`src/rtl/axi_fifo_drain_ctrl.sv`:
```
// axi_fifo_drain_ctrl: drains outstanding AXI traffic toward a downstream FIFO
// and then isolates the path, gating only valid/ready while payloads pass through.
// Optional feature: define AXI_FIFO_DRAIN_TIMEOUT_EN to add the timeout_o port
// and the drain cycle counter behind it.
// The default request/response types below describe the struct shape the
// controller expects (aw/w/ar channels, b/r responses, valid/ready members).

typedef struct packed {
  logic [3:0]  id;
  logic [31:0] addr;
} axi_fdc_ax_t;

typedef struct packed {
  logic [31:0] data;
  logic        last;
} axi_fdc_w_t;

typedef struct packed {
  logic [3:0] id;
  logic [1:0] resp;
} axi_fdc_b_t;

typedef struct packed {
  logic [3:0]  id;
  logic [31:0] data;
  logic [1:0]  resp;
  logic        last;
} axi_fdc_r_t;

typedef struct packed {
  axi_fdc_ax_t aw;
  logic        aw_valid;
  axi_fdc_w_t  w;
  logic        w_valid;
  logic        b_ready;
  axi_fdc_ax_t ar;
  logic        ar_valid;
  logic        r_ready;
} axi_fdc_req_t;

typedef struct packed {
  logic       aw_ready;
  logic       ar_ready;
  logic       w_ready;
  axi_fdc_b_t b;
  logic       b_valid;
  axi_fdc_r_t r;
  logic       r_valid;
} axi_fdc_resp_t;

module axi_fifo_drain_ctrl #(
  parameter int unsigned MaxTxn        = 32'd8,
  parameter int unsigned TimeoutCycles = 32'd1024,
  parameter type         axi_req_t     = axi_fdc_req_t,
  parameter type         axi_resp_t    = axi_fdc_resp_t
) (
  input  logic      clk_i,
  input  logic      rst_ni,
  input  logic      isolate_i,
  output logic      isolated_o,
`ifdef AXI_FIFO_DRAIN_TIMEOUT_EN
  output logic      timeout_o,
`endif
  input  axi_req_t  slv_req_i,
  output axi_resp_t slv_resp_o,
  output axi_req_t  mst_req_o,
  input  axi_resp_t mst_resp_i
);

  localparam int unsigned CntW = $clog2(MaxTxn + 1);
  localparam logic [CntW-1:0] MaxCnt = CntW'(MaxTxn);

  if (MaxTxn < 1 || TimeoutCycles < 1) begin : g_param_check
    $error("axi_fifo_drain_ctrl: MaxTxn and TimeoutCycles must be at least 1");
  end

  typedef enum logic [1:0] {NORMAL, DRAIN, ISOLATED} state_e;

  state_e state_q, state_d;
  logic [CntW-1:0] wr_cnt_q, rd_cnt_q, w_cnt_q;
  logic aw_en, ar_en, w_en, resp_en;
  logic aw_hs, ar_hs, w_last_hs, b_hs, r_last_hs;

  // Saturating up/down step; simultaneous increment and decrement cancel out.
  function automatic logic [CntW-1:0] step_cnt(input logic [CntW-1:0] cnt,
                                               input logic inc, input logic dec);
    step_cnt = cnt;
    if (inc && !dec && cnt != MaxCnt) begin
      step_cnt = cnt + 1'b1;
    end else if (dec && !inc && cnt != '0) begin
      step_cnt = cnt - 1'b1;
    end
  endfunction

  // Pass payloads straight through and gate only the handshake signals by state.
  always_comb begin
    mst_req_o  = slv_req_i;
    slv_resp_o = mst_resp_i;
    aw_en   = (state_q == NORMAL) && (wr_cnt_q != MaxCnt);
    ar_en   = (state_q == NORMAL) && (rd_cnt_q != MaxCnt);
    w_en    = (state_q == NORMAL) || ((state_q == DRAIN) && (w_cnt_q != '0));
    resp_en = (state_q != ISOLATED);
    mst_req_o.aw_valid  = slv_req_i.aw_valid & aw_en;
    slv_resp_o.aw_ready = mst_resp_i.aw_ready & aw_en;
    mst_req_o.ar_valid  = slv_req_i.ar_valid & ar_en;
    slv_resp_o.ar_ready = mst_resp_i.ar_ready & ar_en;
    mst_req_o.w_valid   = slv_req_i.w_valid & w_en;
    slv_resp_o.w_ready  = mst_resp_i.w_ready & w_en;
    mst_req_o.b_ready   = slv_req_i.b_ready & resp_en;
    slv_resp_o.b_valid  = mst_resp_i.b_valid & resp_en;
    mst_req_o.r_ready   = slv_req_i.r_ready & resp_en;
    slv_resp_o.r_valid  = mst_resp_i.r_valid & resp_en;
  end

  assign aw_hs     = mst_req_o.aw_valid & mst_resp_i.aw_ready;
  assign ar_hs     = mst_req_o.ar_valid & mst_resp_i.ar_ready;
  assign w_last_hs = mst_req_o.w_valid & mst_resp_i.w_ready & slv_req_i.w.last;
  assign b_hs      = slv_resp_o.b_valid & slv_req_i.b_ready;
  assign r_last_hs = slv_resp_o.r_valid & slv_req_i.r_ready & mst_resp_i.r.last;

  // Track outstanding writes, reads and write bursts still owed their last beat.
  always_ff @(posedge clk_i or negedge rst_ni) begin
    if (!rst_ni) begin
      wr_cnt_q <= '0;
      rd_cnt_q <= '0;
      w_cnt_q  <= '0;
    end else begin
      wr_cnt_q <= step_cnt(wr_cnt_q, aw_hs, b_hs);
      rd_cnt_q <= step_cnt(rd_cnt_q, ar_hs, r_last_hs);
      w_cnt_q  <= step_cnt(w_cnt_q, aw_hs, w_last_hs);
    end
  end

  // State register.
  always_ff @(posedge clk_i or negedge rst_ni) begin
    if (!rst_ni) begin
      state_q <= NORMAL;
    end else begin
      state_q <= state_d;
    end
  end

  // Next-state logic; dropping isolate_i always wins and returns to NORMAL.
  always_comb begin
    state_d = state_q;
    unique case (state_q)
      NORMAL: begin
        if (isolate_i) state_d = DRAIN;
      end
      DRAIN: begin
        if (!isolate_i) begin
          state_d = NORMAL;
        end else if (wr_cnt_q == '0 && rd_cnt_q == '0 && w_cnt_q == '0) begin
          state_d = ISOLATED;
        end
      end
      ISOLATED: begin
        if (!isolate_i) state_d = NORMAL;
      end
      default: state_d = NORMAL;
    endcase
  end

  assign isolated_o = (state_q == ISOLATED);

`ifdef AXI_FIFO_DRAIN_TIMEOUT_EN
  localparam int unsigned TmoW = $clog2(TimeoutCycles + 1);
  localparam logic [TmoW-1:0] TmoMax = TmoW'(TimeoutCycles);

  logic [TmoW-1:0] tmo_cnt_q;

  // Count cycles spent in DRAIN, saturating at the threshold; cleared outside DRAIN.
  always_ff @(posedge clk_i or negedge rst_ni) begin
    if (!rst_ni) begin
      tmo_cnt_q <= '0;
    end else if (state_q != DRAIN) begin
      tmo_cnt_q <= '0;
    end else if (tmo_cnt_q != TmoMax) begin
      tmo_cnt_q <= tmo_cnt_q + 1'b1;
    end
  end

  assign timeout_o = (state_q == DRAIN) && (tmo_cnt_q == TmoMax);
`endif

endmodule

```
`config.mk`:
```
export PLATFORM = sky130hd
export DESIGN_NAME = axi_fifo_drain_ctrl
export DESIGN_NICKNAME = d
export VERILOG_FILES = /design/src/rtl/axi_fifo_drain_ctrl.sv
export SDC_FILE = /design/constraint.sdc
export NUM_CORES = 1
export LEC_CHECK = 0
export ABC_AREA = 1
export CAP_MARGIN = 20
export CORE_AREA = 2 2 124 126
export DETAILED_ROUTE_END_ITERATION = 7
export DIE_AREA = 0 0 126 128
export HOLD_SLACK_MARGIN = 0.15
export PLACE_DENSITY = 0.56
export SLEW_MARGIN = 20
export SYNTH_ARGS = -nofsm -noshare
export SYNTH_HDL_FRONTEND = slang
export SYNTH_SLANG_ARGS = --single-unit
```
`constraint.sdc`:
```
create_clock -name clk_i -period 6.15 [get_ports clk_i]
set_input_delay 0.9225 -clock clk_i [delete_from_list [all_inputs] [get_ports clk_i]]
set_output_delay 0.9225 -clock clk_i [all_outputs]
set_load 0.01 [all_outputs]
```
==> flow_metrics.py <==
metrics = {
    "run_status": {
        "status": "completed",
    },
    "placement": {
        "dp.cells": 353,
        "place.gp.congestion": 0.7007,
        "portBuffers": 27,
        "pre_cts_ws_ps": 3079,
        "postPlaceCellArea_mm2": 0.001599,
        "dp_hpwl_um": 3972,
    },
    "sta": {
        "hold_viol": 0,
        "skew_ps": 2.653,
        "fin_tns_setup_ps": 0,
        "relSlewSlack": 0.5292,
        "fmax_mhz": 325.8,
        "fin_crit_sh": 0.4990,
        "max_slew.worst_pin.slew_ps": 703.9,
        "drv_slew": 0,
        "fin_worst_hold_slack_ps": 469.5,
        "min_period_ps": 3069,
        "fin_ws_ps": 3081,
        "setup_violations": 0,
        "rsz0062_at_grt": "no",
    },
    "clocking": {
        "clk_pin_slew_ps": 50,
        "clock_latency_ps": 240,
        "cts_buffers": 3,
        "clkSinkCount": 14,
        "hold_buffers": 0,
        "htreeDepth": 1,
        "post_cts_resized": 0,
        "tritoncts": "done",
        "postCtsSetupBuffers": 0,
        "clockBufferDepth": 2,
        "cts-root-buf": "clkbuf_16",
    },
    "floorplan": {
        "die_area_mm2": 0.01613,
        "pin_count": 324,
        "core_area_mm2": 0.01486,
        "dieHeight_um": 128,
        "fp-row-count": 45,
        "initial_utilization": 0.1493,
        "die_x_um": 126,
    },
    "routing": {
        "dr_wl_met2_um": 1787,
        "wire_per_inst_um": 13.48,
        "top_layer_used": "met5",
        "wl_met3_um": 936,
        "dr_total_vias": 1208,
        "drc": 0,
        "finalWirelength_um": 4813,
        "viasPerCell": 3.384,
        "ant_nets": 0,
        "firstDrtPassIters": 4,
        "dr.first_iter.drc_count": 22,
        "wl_met1_um": 1256,
    },
    "pwr": {
        "p_seq_frac": 0.312,
        "p_int_uw": 348.5,
        "power_density_mw_per_mm2": 337.9,
        "clkPwrFrac": 0.237,
        "switching_share": 0.3888,
        "combPwrFrac": 0.451,
        "p_leak_uw": 0.0007210,
        "p_sw_uw": 221.7,
        "ir_drop_mv": 0.1726,
    },
    "global_route": {
        "grt_pass1_vias": 1248,
        "antenna_found_initial": 0,
        "grt_max_degree": 15,
        "grt_util_all_layers": 0.05796,
        "grt_pass1_wl_um": 6927,
        "grt-ovfl-total": 0,
    },
    "setup_path": {
        "cpMostUsedCell": "clkdlybuf4s50_1",
        "crit_type": "in -> out",
        "worstPathCellList": "clkdlybuf4s50_1 -> and3_1 -> clkdlybuf4s50_1",
        "critical_path.slowest_cell": "clkdlybuf4s50_1",
        "cpPeakStageDelay_ps": 530,
        "crit_buf_inv": 2,
        "endpoint_kind": "primary output",
        "critPathTopFamily": "buffers and inverters",
        "critPathLaunchType": "input pin",
        "worstPathRequired_ps": 5230,
        "cp_max_fo": 2,
        "worstPathArrival_ps": 2150,
    },
    "finish": {
        "final_layout_size_suffix_gt1_frac": 0.1183,
        "stdcell_count": 357,
        "n_antenna_cell": 0,
        "fillers": 1752,
        "design_area_mm2": 0.001688,
        "area_growth_pct": -23.96,
        "final_nets": 342,
    },
    "synthesis": {
        "yosysWarnings": 0,
        "synth_area_per_cell_um2": 7.707,
        "synth-seq-cells": 14,
        "ys_seq_area_frac": 0.1578,
        "syn_inst": 288,
        "synth_nets": 460,
        "syn_area_mm2": 0.002220,
        "ys_types": 28,
    },
    "run": {
        "maxCapViolations": 0,
    },
    "worst_hold_path": {
        "hold_path.class": "reg -> reg",
    },
}
## area by class of cell
type                            count  area, µm²  area share
Multi-Input combinational cell    103      664.4      0.3936
Clock buffer                        4      88.84     0.05263
Timing Repair Buffer               27      270.3      0.1601
Sequential cell                    14      350.3      0.2076
Tap cell                          188      235.2      0.1394
Inverter                           21      78.83     0.04670
## metal layers
layer  vias to the layer above  global-route usage
met2                       115             0.07306
met1                       494             0.04287
met3                        84             0.04174
met5                         -             0.01548
li1                        513                   -
met4                         2             0.09955
## cell usage in the layout, fill, tap and decap left out
| cell | n |
|---|---|
| inv_2 | 3 |
| nor2_4 | 2 |
| nand4_4 | 1 |
| nor2_2 | 2 |
| nand2_4 | 1 |
| o21bai_1 | 1 |
| clkbuf_8 | 1 |
| nand3_2 | 1 |
| clkbuf_16 | 3 |
| nand3_1 | 13 |
| nor3_2 | 1 |
| o21ai_0 | 2 |
| clkdlybuf4s50_1 | 27 |
| xor2_1 | 7 |
| a21oi_1 | 4 |
| fa_1 | 3 |
| a21boi_0 | 1 |
| o21ai_1 | 1 |
| nand2_2 | 3 |
| and3_1 | 2 |
| nor3_1 | 1 |
| inv_1 | 18 |
| nor3_4 | 1 |
| ha_1 | 6 |
| o21ai_2 | 1 |
| nor2_1 | 13 |
| nand4_1 | 5 |
| dfrtp_1 | 14 |
| nand2_1 | 29 |
| a21o_1 | 2 |
## synth_stat cells
master | count | share of area
buf_4 | 150 | 0.51
nand2_1 | 29 | 0.049
inv_1 | 18 | 0.030
dfrtp_1 | 14 | 0.16
nand3_1 | 13 | 0.029
nor2_1 | 13 | 0.022
xor2_1 | 7 | 0.028
ha_1 | 6 | 0.034
nand4_1 | 5 | 0.014
a21oi_1 | 4 | 0.0090
fa_1 | 3 | 0.027
inv_2 | 3 | 0.0051
nand2_2 | 3 | 0.0085
a21o_1 | 2 | 0.0068
and3_1 | 2 | 0.0056
nor2_2 | 2 | 0.0056
nor2_4 | 2 | 0.010
o21ai_0 | 2 | 0.0045
a21boi_0 | 1 | 0.0034
nand2_4 | 1 | 0.0051
nand3_2 | 1 | 0.0045
nand4_4 | 1 | 0.0096
nor3_1 | 1 | 0.0023
nor3_2 | 1 | 0.0045
nor3_4 | 1 | 0.0073
o21ai_1 | 1 | 0.0023
o21ai_2 | 1 | 0.0039
o21bai_1 | 1 | 0.0034
## metrics by stage
step,util,power (µW)
2_1_floorplan,-,460.7
3_3_place_gp,0.1076,426.3
3_5_place_dp,0.1076,438.6
4_1_cts,0.1136,580.4
5_1_grt,0.1136,635.5
6_report,0.1136,570.3
## path summary, 6_finish.rpt
check / start / to / slack [ps] / depth (start not counted)
max: slv_req_i[73] / mst_req_o[73] / 3080 / 3
min: wr_cnt_q[3] / wr_cnt_q[3] / 470 / 1
max reg2reg: state_q[0] / rd_cnt_q[3] / 3940 / 11
min reg2reg: wr_cnt_q[3] / wr_cnt_q[3] / 470 / 1
max in group asynchronous: rst_ni / rd_cnt_q[2] / 4600 / 1
min in group asynchronous: rst_ni / w_cnt_q[0] / 1110 / 1
## power by group through the flow
stage	combinational [µW]	sequential [µW]	clock (µW)
CTS	262	178	141
finish	257	178	135
detailed placement	261	177	0
global route	304	185	146
floorplan	292	169	0
global placement	250	176	0
## cells by family after synthesis
kind of cell | share of synthesized area
AO/OA/AOI/OAI | 0.03326
adder cells (fa/ha/maj) | 0.06088
XOR/XNOR | 0.02762
flip-flops | 0.1578
AND/OR/NAND/NOR | 0.1776
buffers and inverters | 0.5428
## flip-flops by register name (all words and copies together) (netlist names)
name,count
rd_cnt_q,4
w_cnt_q,4
wr_cnt_q,4
state_q,2
Power figures use the tool's default switching activity.
